File: src/rtl/mc_core_pkg.sv
`default_nettype none
// ------------------------------------------------------------------
// mc_core_pkg : opcodes, FSM states and HALT encoding for mc_core
// Rev 1.0
// ------------------------------------------------------------------
package mc_core_pkg;

  typedef enum logic [2:0] {
    OP_ADD = 3'd0,
    OP_SUB = 3'd1,
    OP_AND = 3'd2,
    OP_XOR = 3'd3,
    OP_LDI = 3'd4,
    OP_LD  = 3'd5,
    OP_ST  = 3'd6,
    OP_BRZ = 3'd7
  } op_e;

  typedef enum logic [2:0] {
    ST_IDLE   = 3'd0,
    ST_FETCH  = 3'd1,
    ST_EXEC   = 3'd2,
    ST_MEM    = 3'd3,
    ST_HALTED = 3'd4
  } state_e;

  // HALT is the all-ones instruction word, IW = 3 + 2*RW bits wide.
  function automatic logic [31:0] halt_enc(input int unsigned rw);
    return (32'd1 << (3 + 2 * rw)) - 32'd1;
  endfunction

endpackage
`default_nettype wire

File: src/rtl/mc_core_alu.sv
`default_nettype none
// ------------------------------------------------------------------
// mc_alu : ADD/SUB/AND/XOR datapath with zero-detect on operand A
// Rev 1.0
// ------------------------------------------------------------------
module mc_alu
  import mc_core_pkg::*;
#(
  parameter int DW = 8
) (
  input  op_e           op_i,
  input  logic [DW-1:0] a_i,
  input  logic [DW-1:0] b_i,
  output logic [DW-1:0] y_o,
  output logic          zero_o
);

  always_comb begin
    y_o = a_i;
    case (op_i)
      OP_ADD:  y_o = a_i + b_i;
      OP_SUB:  y_o = a_i - b_i;
      OP_AND:  y_o = a_i & b_i;
      OP_XOR:  y_o = a_i ^ b_i;
      default: y_o = a_i;
    endcase
  end

  assign zero_o = (a_i == '0);

endmodule
`default_nettype wire

File: src/rtl/mc_core.sv
`default_nettype none
// ------------------------------------------------------------------
// mc_core : multi-cycle load/store core with req/done handshake
// Rev 1.0
// ------------------------------------------------------------------
module mc_core
  import mc_core_pkg::*;
#(
  parameter int DW  = 8,
  parameter int PCW = 10,
  parameter int RW  = 3,
  parameter int CW  = 16
) (
  input  logic              clk,
  input  logic              reset,
  input  logic              req,
  output logic              done,
  output logic [PCW-1:0]    imem_addr,
  input  logic [2*RW+2:0]   imem_data,
  output logic              dmem_req,
  output logic              dmem_we,
  output logic [DW-1:0]     dmem_addr,
  output logic [DW-1:0]     dmem_wdata,
  input  logic [DW-1:0]     dmem_rdata,
  input  logic              dmem_ack,
  output logic [CW-1:0]     instr_cnt
);

  localparam int              IW         = 3 + 2 * RW;
  localparam int              NREG       = 1 << RW;
  localparam logic [31:0]     HALT_FULL  = halt_enc(RW);
  localparam logic [IW-1:0]   HALT_INSTR = HALT_FULL[IW-1:0];

  state_e           state_q;
  logic [PCW-1:0]   pc_q;
  logic [CW-1:0]    cnt_q;
  logic             done_q;
  logic             dreq_q;
  logic             dwe_q;
  logic [DW-1:0]    daddr_q;
  logic [DW-1:0]    dwdata_q;
  logic [RW-1:0]    mrd_q;
  logic [DW-1:0]    rf_q [NREG];

  op_e              op;
  logic [RW-1:0]    rd_a;
  logic [RW-1:0]    rs_a;
  logic             is_halt;
  logic [DW-1:0]    rd_val;
  logic [DW-1:0]    rs_val;
  logic [DW-1:0]    imm_dw;
  logic [PCW-1:0]   imm_pc;
  logic [PCW-1:0]   pc_inc;
  logic [CW-1:0]    cnt_sat;
  logic [DW-1:0]    alu_y;
  logic             alu_zero;
  logic             rf_we;
  logic [RW-1:0]    rf_wa;
  logic [DW-1:0]    rf_wd;

  assign op      = op_e'(imem_data[IW-1:IW-3]);
  assign rd_a    = imem_data[2*RW-1:RW];
  assign rs_a    = imem_data[RW-1:0];
  assign is_halt = (imem_data == HALT_INSTR);
  assign rd_val  = rf_q[rd_a];
  assign rs_val  = rf_q[rs_a];
  assign imm_dw  = {{(DW-RW){rs_a[RW-1]}}, rs_a};
  assign imm_pc  = {{(PCW-RW){rs_a[RW-1]}}, rs_a};
  assign pc_inc  = pc_q + PCW'(1);
  assign cnt_sat = (&cnt_q) ? cnt_q : cnt_q + CW'(1);

  mc_alu #(.DW(DW)) u_alu (
    .op_i   (op),
    .a_i    (rd_val),
    .b_i    (rs_val),
    .y_o    (alu_y),
    .zero_o (alu_zero)
  );

  // Loads write back on ack using the destination captured on MEM entry.
  always_comb begin
    rf_we = 1'b0;
    rf_wa = rd_a;
    rf_wd = alu_y;
    if (state_q == ST_EXEC && !is_halt &&
        (op inside {OP_ADD, OP_SUB, OP_AND, OP_XOR, OP_LDI})) begin
      rf_we = 1'b1;
      rf_wd = (op == OP_LDI) ? imm_dw : alu_y;
    end else if (state_q == ST_MEM && dmem_ack && !dwe_q) begin
      rf_we = 1'b1;
      rf_wa = mrd_q;
      rf_wd = dmem_rdata;
    end
  end

  always_ff @(posedge clk or negedge reset) begin
    if (!reset) begin
      for (int i = 0; i < NREG; i++) rf_q[i] <= '0;
    end else if (rf_we) begin
      rf_q[rf_wa] <= rf_wd;
    end
  end

  always_ff @(posedge clk or negedge reset) begin
    if (!reset) begin
      state_q  <= ST_IDLE;
      pc_q     <= '0;
      cnt_q    <= '0;
      done_q   <= 1'b0;
      dreq_q   <= 1'b0;
      dwe_q    <= 1'b0;
      daddr_q  <= '0;
      dwdata_q <= '0;
      mrd_q    <= '0;
    end else begin
      case (state_q)
        ST_IDLE: begin
          if (req) begin
            pc_q    <= '0;
            cnt_q   <= '0;
            state_q <= ST_FETCH;
          end
        end
        ST_FETCH: state_q <= ST_EXEC;
        ST_EXEC: begin
          if (is_halt) begin
            done_q  <= 1'b1;
            state_q <= ST_HALTED;
          end else begin
            case (op)
              OP_LD, OP_ST: begin
                dreq_q   <= 1'b1;
                dwe_q    <= (op == OP_ST);
                daddr_q  <= rs_val;
                dwdata_q <= rd_val;
                mrd_q    <= rd_a;
                state_q  <= ST_MEM;
              end
              OP_BRZ: begin
                pc_q    <= alu_zero ? pc_q + imm_pc : pc_inc;
                cnt_q   <= cnt_sat;
                state_q <= ST_FETCH;
              end
              default: begin
                pc_q    <= pc_inc;
                cnt_q   <= cnt_sat;
                state_q <= ST_FETCH;
              end
            endcase
          end
        end
        ST_MEM: begin
          if (dmem_ack) begin
            dreq_q  <= 1'b0;
            dwe_q   <= 1'b0;
            pc_q    <= pc_inc;
            cnt_q   <= cnt_sat;
            state_q <= ST_FETCH;
          end
        end
        ST_HALTED: begin
          if (!req) begin
            done_q  <= 1'b0;
            state_q <= ST_IDLE;
          end
        end
        default: state_q <= ST_IDLE;
      endcase
    end
  end

  assign done       = done_q;
  assign imem_addr  = pc_q;
  assign dmem_req   = dreq_q;
  assign dmem_we    = dwe_q;
  assign dmem_addr  = daddr_q;
  assign dmem_wdata = dwdata_q;
  assign instr_cnt  = cnt_q;

endmodule
`default_nettype wire

File: config.mk
export PLATFORM = sky130hd
export DESIGN_NAME = mc_core
export DESIGN_NICKNAME = d
export VERILOG_FILES = /design/src/rtl/mc_core_pkg.sv /design/src/rtl/mc_core_alu.sv /design/src/rtl/mc_core.sv
export SDC_FILE = /design/constraint.sdc
export NUM_CORES = 1
export LEC_CHECK = 0
export CORE_MARGIN = 3
export CORE_UTILIZATION = 59
export CTS_CLUSTER_SIZE = 14
export DETAILED_ROUTE_END_ITERATION = 8
export PLACE_DENSITY = 0.86
export SYNTH_ARGS = -nofsm -noshare
export SYNTH_HDL_FRONTEND = slang
export SYNTH_SLANG_ARGS = --single-unit
File: constraint.sdc
create_clock -name clk -period 4.75 [get_ports clk]
set_input_delay 1.425 -clock clk [delete_from_list [all_inputs] [get_ports clk]]
set_output_delay 1.425 -clock clk [all_outputs]
set_load 0.005 [all_outputs]
After elaboration in Yosys (flattened, before gate mapping):

Cells that the tools add are included.

* mux-type cells: 45
* magnitude comparators: 4
* add/subtract/negate cells: 5
* equal/unequal tests: 19
* bitwise logic cells: 6
* reduce and logical (&&, ||, !) cells: 21

Operator list (count)
* 2-to-1 mux 16 bit: 5
* bitwise mux 64 bit: 1
* 2-to-1 mux 8 bit: 8
* binary-select mux 8 bit (select 3 bit): 2
* one-hot mux 16 bit (3 select lines): 1
* 2-to-1 mux 10 bit: 4
* one-hot mux 8 bit (4 select lines): 1
* one-hot mux 10 bit (3 select lines): 1
* demux 8 bit (select 3 bit): 1
* one-hot mux 10 bit (2 select lines): 1
* 2-to-1 mux 3 bit: 6
* adder 16 x 1 -> 16 bit, second input constant: 1
* AND reduction 16 bit: 1
* equality test 3 bit, second input constant: 5
* one-hot mux 3 bit (5 select lines): 1
* equality test 3 x 2 -> 1 bit, second input constant: 4
* greater-or-equal comparator 4 bit, second input constant: 3
* != test 2 bit, second input constant: 6
* inverter 3 -> 4 bit: 3
* adder 10 x 1 -> 10 bit, second input constant: 1
* adder 10 bit: 1
* equality test 9 bit, second input constant: 1
* 2-to-1 mux 1 bit: 9
* AND reduction 3 bit: 3
* 20 further kinds: 30

* register bits after elaboration: 115
* input bits: 21
* output and inout bits: 45

Logic depth before layout (Yosys ltp):

* depth in word-level cells: 11
* mapped depth: 19

Hierarchy:

A second synthesis with hierarchy kept.

* cell total of the unflattened synthesis: 701
* area total of the unflattened synthesis: 7419.6 um2

By module, submodules not included
* mc_core: area each 6562.5 um2, cells each 592, times used 1
* mc_alu: area each 857.1 um2, cells each 109, times used 1

Worst setup path before layout:

OpenSTA, ideal clock, no wires.

* path type: input port to flip-flop
* from: input port imem_data[1]
* to: register rf_q[12] in the netlist's numbering
* data required time: 4.596 ns
* path slack: -0.614 ns
* stages: 17
* arrival time: 5.211 ns
* cells stage by stage: buf_4 -> buf_1 -> mux4_2 -> mux2_2 -> inv_1 -> ha_1 -> nand2_1 -> o21ai_0 -> fa_1 -> nor2b_1 -> o21ai_0 -> a21boi_0 -> nor3_1 -> a211oi_1 -> a21oi_1 -> a221oi_1 -> o21ai_0

RTL lines
* from (decl): line mc_core.sv:19 `input logic [2*RW+2:0] imem_data,`
* inverter 3 -> 4 bit (not written as such) (*): line mc_core.sv:66 `assign rs_val = rf_q[rs_a];`
* binary-select mux 8 bit (select 3 bit) (*): line mc_core.sv:66
* 2-to-1 mux 8 bit (not written as such) (*) (2 in a row): line mc_core.sv:66
* net rs_val[0]: line mc_core.sv:50 `logic [DW-1:0] rs_val;`
* subtractor 8 bit / adder 8 bit (equally long branches): line mc_core_alu.sv:22, mc_core_alu.sv:21
* one-hot mux 8 bit (4 select lines) (*): line mc_core_alu.sv:20 `case (op_i)`
* 2-to-1 mux 8 bit (on tied branches): line mc_core.sv:89, mc_core.sv:88
* 2-to-1 mux 8 bit (*): line mc_core.sv:85 `if (state_q == ST_EXEC && !is_halt &&`
* bitwise mux 64 bit (*): line mc_core.sv:100 `rf_q[rf_wa] <= rf_wd;`
* to (signal, indexed assignment): line mc_core.sv:100
* to (decl): line mc_core.sv:43 `logic [DW-1:0] rf_q [NREG];`

The timed path passes the listed nets; every way through them passes the cells marked *. The select of a mux whose other input is x is not followed.
A chain may end at the register's enable or synchronous reset.

Worst setup path in the final report:

* from: input port imem_data[1]
* to: register rf_q[47] in the netlist's numbering

Same word-level chain as after synthesis.

==> reports/metrics.csv <==
metric,value,unit
dr.pass1.iters,6,
cp.arrival,5.00,ns
totalNegativeSetupSlack,0,ns
synth_top_area_cell,dfrtp_1,
cts_tree,yes,
htreeDepth,4,
drt_iter0_markers,906,
diodes,0,
grtUsageTotal,34.21,%
synth-edff-count,0,
final_nets,1008,
dieHeight,119.1,um
cts.sinks,115,
routed_via_density,6.667,
tightest_slew,1.290,ns
synth-seq-cells,115,
path_clk_slew,0.05,ns
synth_cells,800,
yosys_warnings,0,
place_area,9009,um2
finish.utilization,81.08,%
status,completed,
drive_gt1_share,23.58,%
rows,40,
first_global_vias,7432,
vias,7594,
synthXorXnorAreaFrac,3.464,%
fin_hold_ws,0.4788,ns
finalHoldViolations,0,
synth.distinct_cells,66,
root_buffer,clkbuf_16,
clockBufferDepth,2,
area_growth_syn_to_layout,31.71,%
crit_type,input port to register,
layout_min_cycle_time,4.732,ns
wirelength,24820,um
place.gp.congestion,0.9833,
hold_class,register to register,
setup_violations,0,
grt_pass1_wl,38540,um
post_drt_wl_per_cell,21.79,um
clkLatencyLatePin,0.42,ns
skew,0.006922,ns
cap_viol_max_count,0,
synth.mux.area_fraction,16.09,%
antenna_found_initial,0,
rsz0062_at_grt,yes,
ir_drop,0.3801,mV
synth_top_cell_area_share,38.12,%
slew_violations,0,
start_kind,input port,
die-area,14190,um2
async_flop_share,100.0,%
cp_max_fo,8,
port_buffers,65,
grt.overflow.total,0,
cp.required,5.02,ns
synth_top_family_by_area,simple AND/OR/NAND/NOR gates,
drc,0,
synthFlopType,dfrtp_1,
yosys-top-cells-area,"dfrtp_1 (38%), mux4_2 (5.4%), o21ai_0 (4.8%)",
postLayoutCellArea,9942,um2
syn_nets,850,
ys_seq_area_share,38.12,%
core_area,12260,um2
p_per_area,678.7,nW/um2
max_freq,0.2113,GHz
initial_core_util,61.56,%
avgSynthCellArea,9.436,um2
chipWidth,119.1,um
p_leak,4.439,nW
synth_fa_ha_area_share,5.006,%
io_pins,66,
slew_headroom,13.68,%
grt_max_degree,58,
numCtsBuffers,17,
power,6.748,mW
hpwl,16030,um
fin_crit_sh,99.61,%
synth_compound_area_share,16.00,%
drtAntennaViolNets,0,
synth_area,7548,um2
critPathCaptureType,register,
synthSimpleGateAreaFrac,17.62,%
[logic make-up (layout without fill, tap and decap cells)]
group / after synthesis / in the layout
multiplexers: 79 / 79
flip-flops: 115 / 115
adder cells (fa/ha/maj): 29 / 29
XOR/XNOR: 29 / 29
buffers and inverters: 66 / 237
AO/OA/AOI/OAI: 198 / 198
AND/OR/NAND/NOR: 284 / 284
[routing by layer]
metal	GRT usage (%)	vias up	part of all wire, %
li1	-	3242	-
met1	44.19	3681	37
met2	54.50	548	48
met3	8.594	123	10
met4	15.50	0	4.6
met5	0	-	0
[flip-flops by register name (all words and copies together) (netlist names)]
signal,flops
dmem_addr,8
dmem_req,1
dmem_wdata,8
dmem_we,1
done,1
imem_addr,10
instr_cnt,16
mrd_q,3
rf_q,64
state_q,3
[power by group]
group,leakage (nW),internal [mW],switching [mW]
sequential,1.47,1.36,0.391
combinational,2.68,1.82,1.88
clock,0.294,0.847,0.461
[repair_timing]
item,CTS,global route
setup endpoints to repair,29,45
hold buffers,0,0
resized for setup,24,21
pin swaps,9,6
cloned,0,2
setup buffers,14,5
[final timing paths]
check,from,to,slack [ns],cells past startpoint
max,imem_data[1],rf_q[47],0.02,19
min in group asynchronous,reset,instr_cnt[13],1.06,1
min reg2reg,dmem_wdata[1],dmem_wdata[1],0.48,2
max reg2reg,rf_q[56],rf_q[47],0.95,17
min,dmem_wdata[1],dmem_wdata[1],0.48,2
max in group asynchronous,reset,rf_q[52],2.79,2
[final cells by class]
type / instances / area [um2]
Clock buffer: 22 / 464.2
Clock inverter: 10 / 131.4
Fill cell: 701 / 2320
Inverter: 26 / 100.1
Multi-Input combinational cell: 619 / 4546
Sequential cell: 115 / 2878
Tap cell: 168 / 210.2
Timing Repair Buffer: 179 / 1613
[cells in the mapped netlist (18+ instances only)]
cell type	number
a21oi_1	60
clkbuf_1	22
dfrtp_1	115
ha_1	27
inv_1	26
mux2_2	32
mux2i_1	19
mux4_2	18
nand2_1	95
nor2_1	80
nor3_1	27
o21ai_0	73
xnor2_1	21
[metrics by stage]
stage | instances | worst slack, ns
floorplan | 800 | 0.01109
global placement | 1086 | -0.6267
detailed placement | 1086 | -0.7197
CTS | 1132 | -0.04584
global route | 1139 | -0.1221
finish | 1139 | 0.01838
[cells in the final DEF (no fill, tap or decap), types with 13 or more instances in the layout]
| cell type | Yosys | routed |
|---|---|---|
| clkbuf_16 | 0 | 20 |
| xnor2_1 | 21 | 21 |
| a21oi_1 | 60 | 59 |
| clkdlybuf4s50_1 | 0 | 61 |
| inv_1 | 26 | 24 |
| nand2_1 | 95 | 94 |
| nor3_1 | 27 | 25 |
| nor2_1 | 80 | 80 |
| buf_4 | 3 | 105 |
| mux2i_1 | 19 | 14 |
| ha_1 | 27 | 26 |
| mux4_2 | 18 | 22 |
| o21ai_0 | 73 | 69 |
| nor2b_1 | 14 | 13 |
| dfrtp_1 | 115 | 115 |
| mux2_2 | 32 | 28 |
[worst max-delay path: stages]
cell and delay, ns:
dlygate4sd2_1 0.20, buf_6 0.13, mux4_2 0.50, mux2_4 0.33, inv_4 0.08, ha_4 0.20, nand2_2 0.09, o21ai_4 0.09
inv_2 0.06, ha_1 0.21, nor2b_2 0.16, o2111a_1 0.26, nor3_2 0.21, buf_4 0.15, nor2_1 0.06, xnor2_1 0.16
a2111oi_4 0.37, clkbuf_16 0.23, o31ai_1 0.08
(Power assumes the default switching activity.)
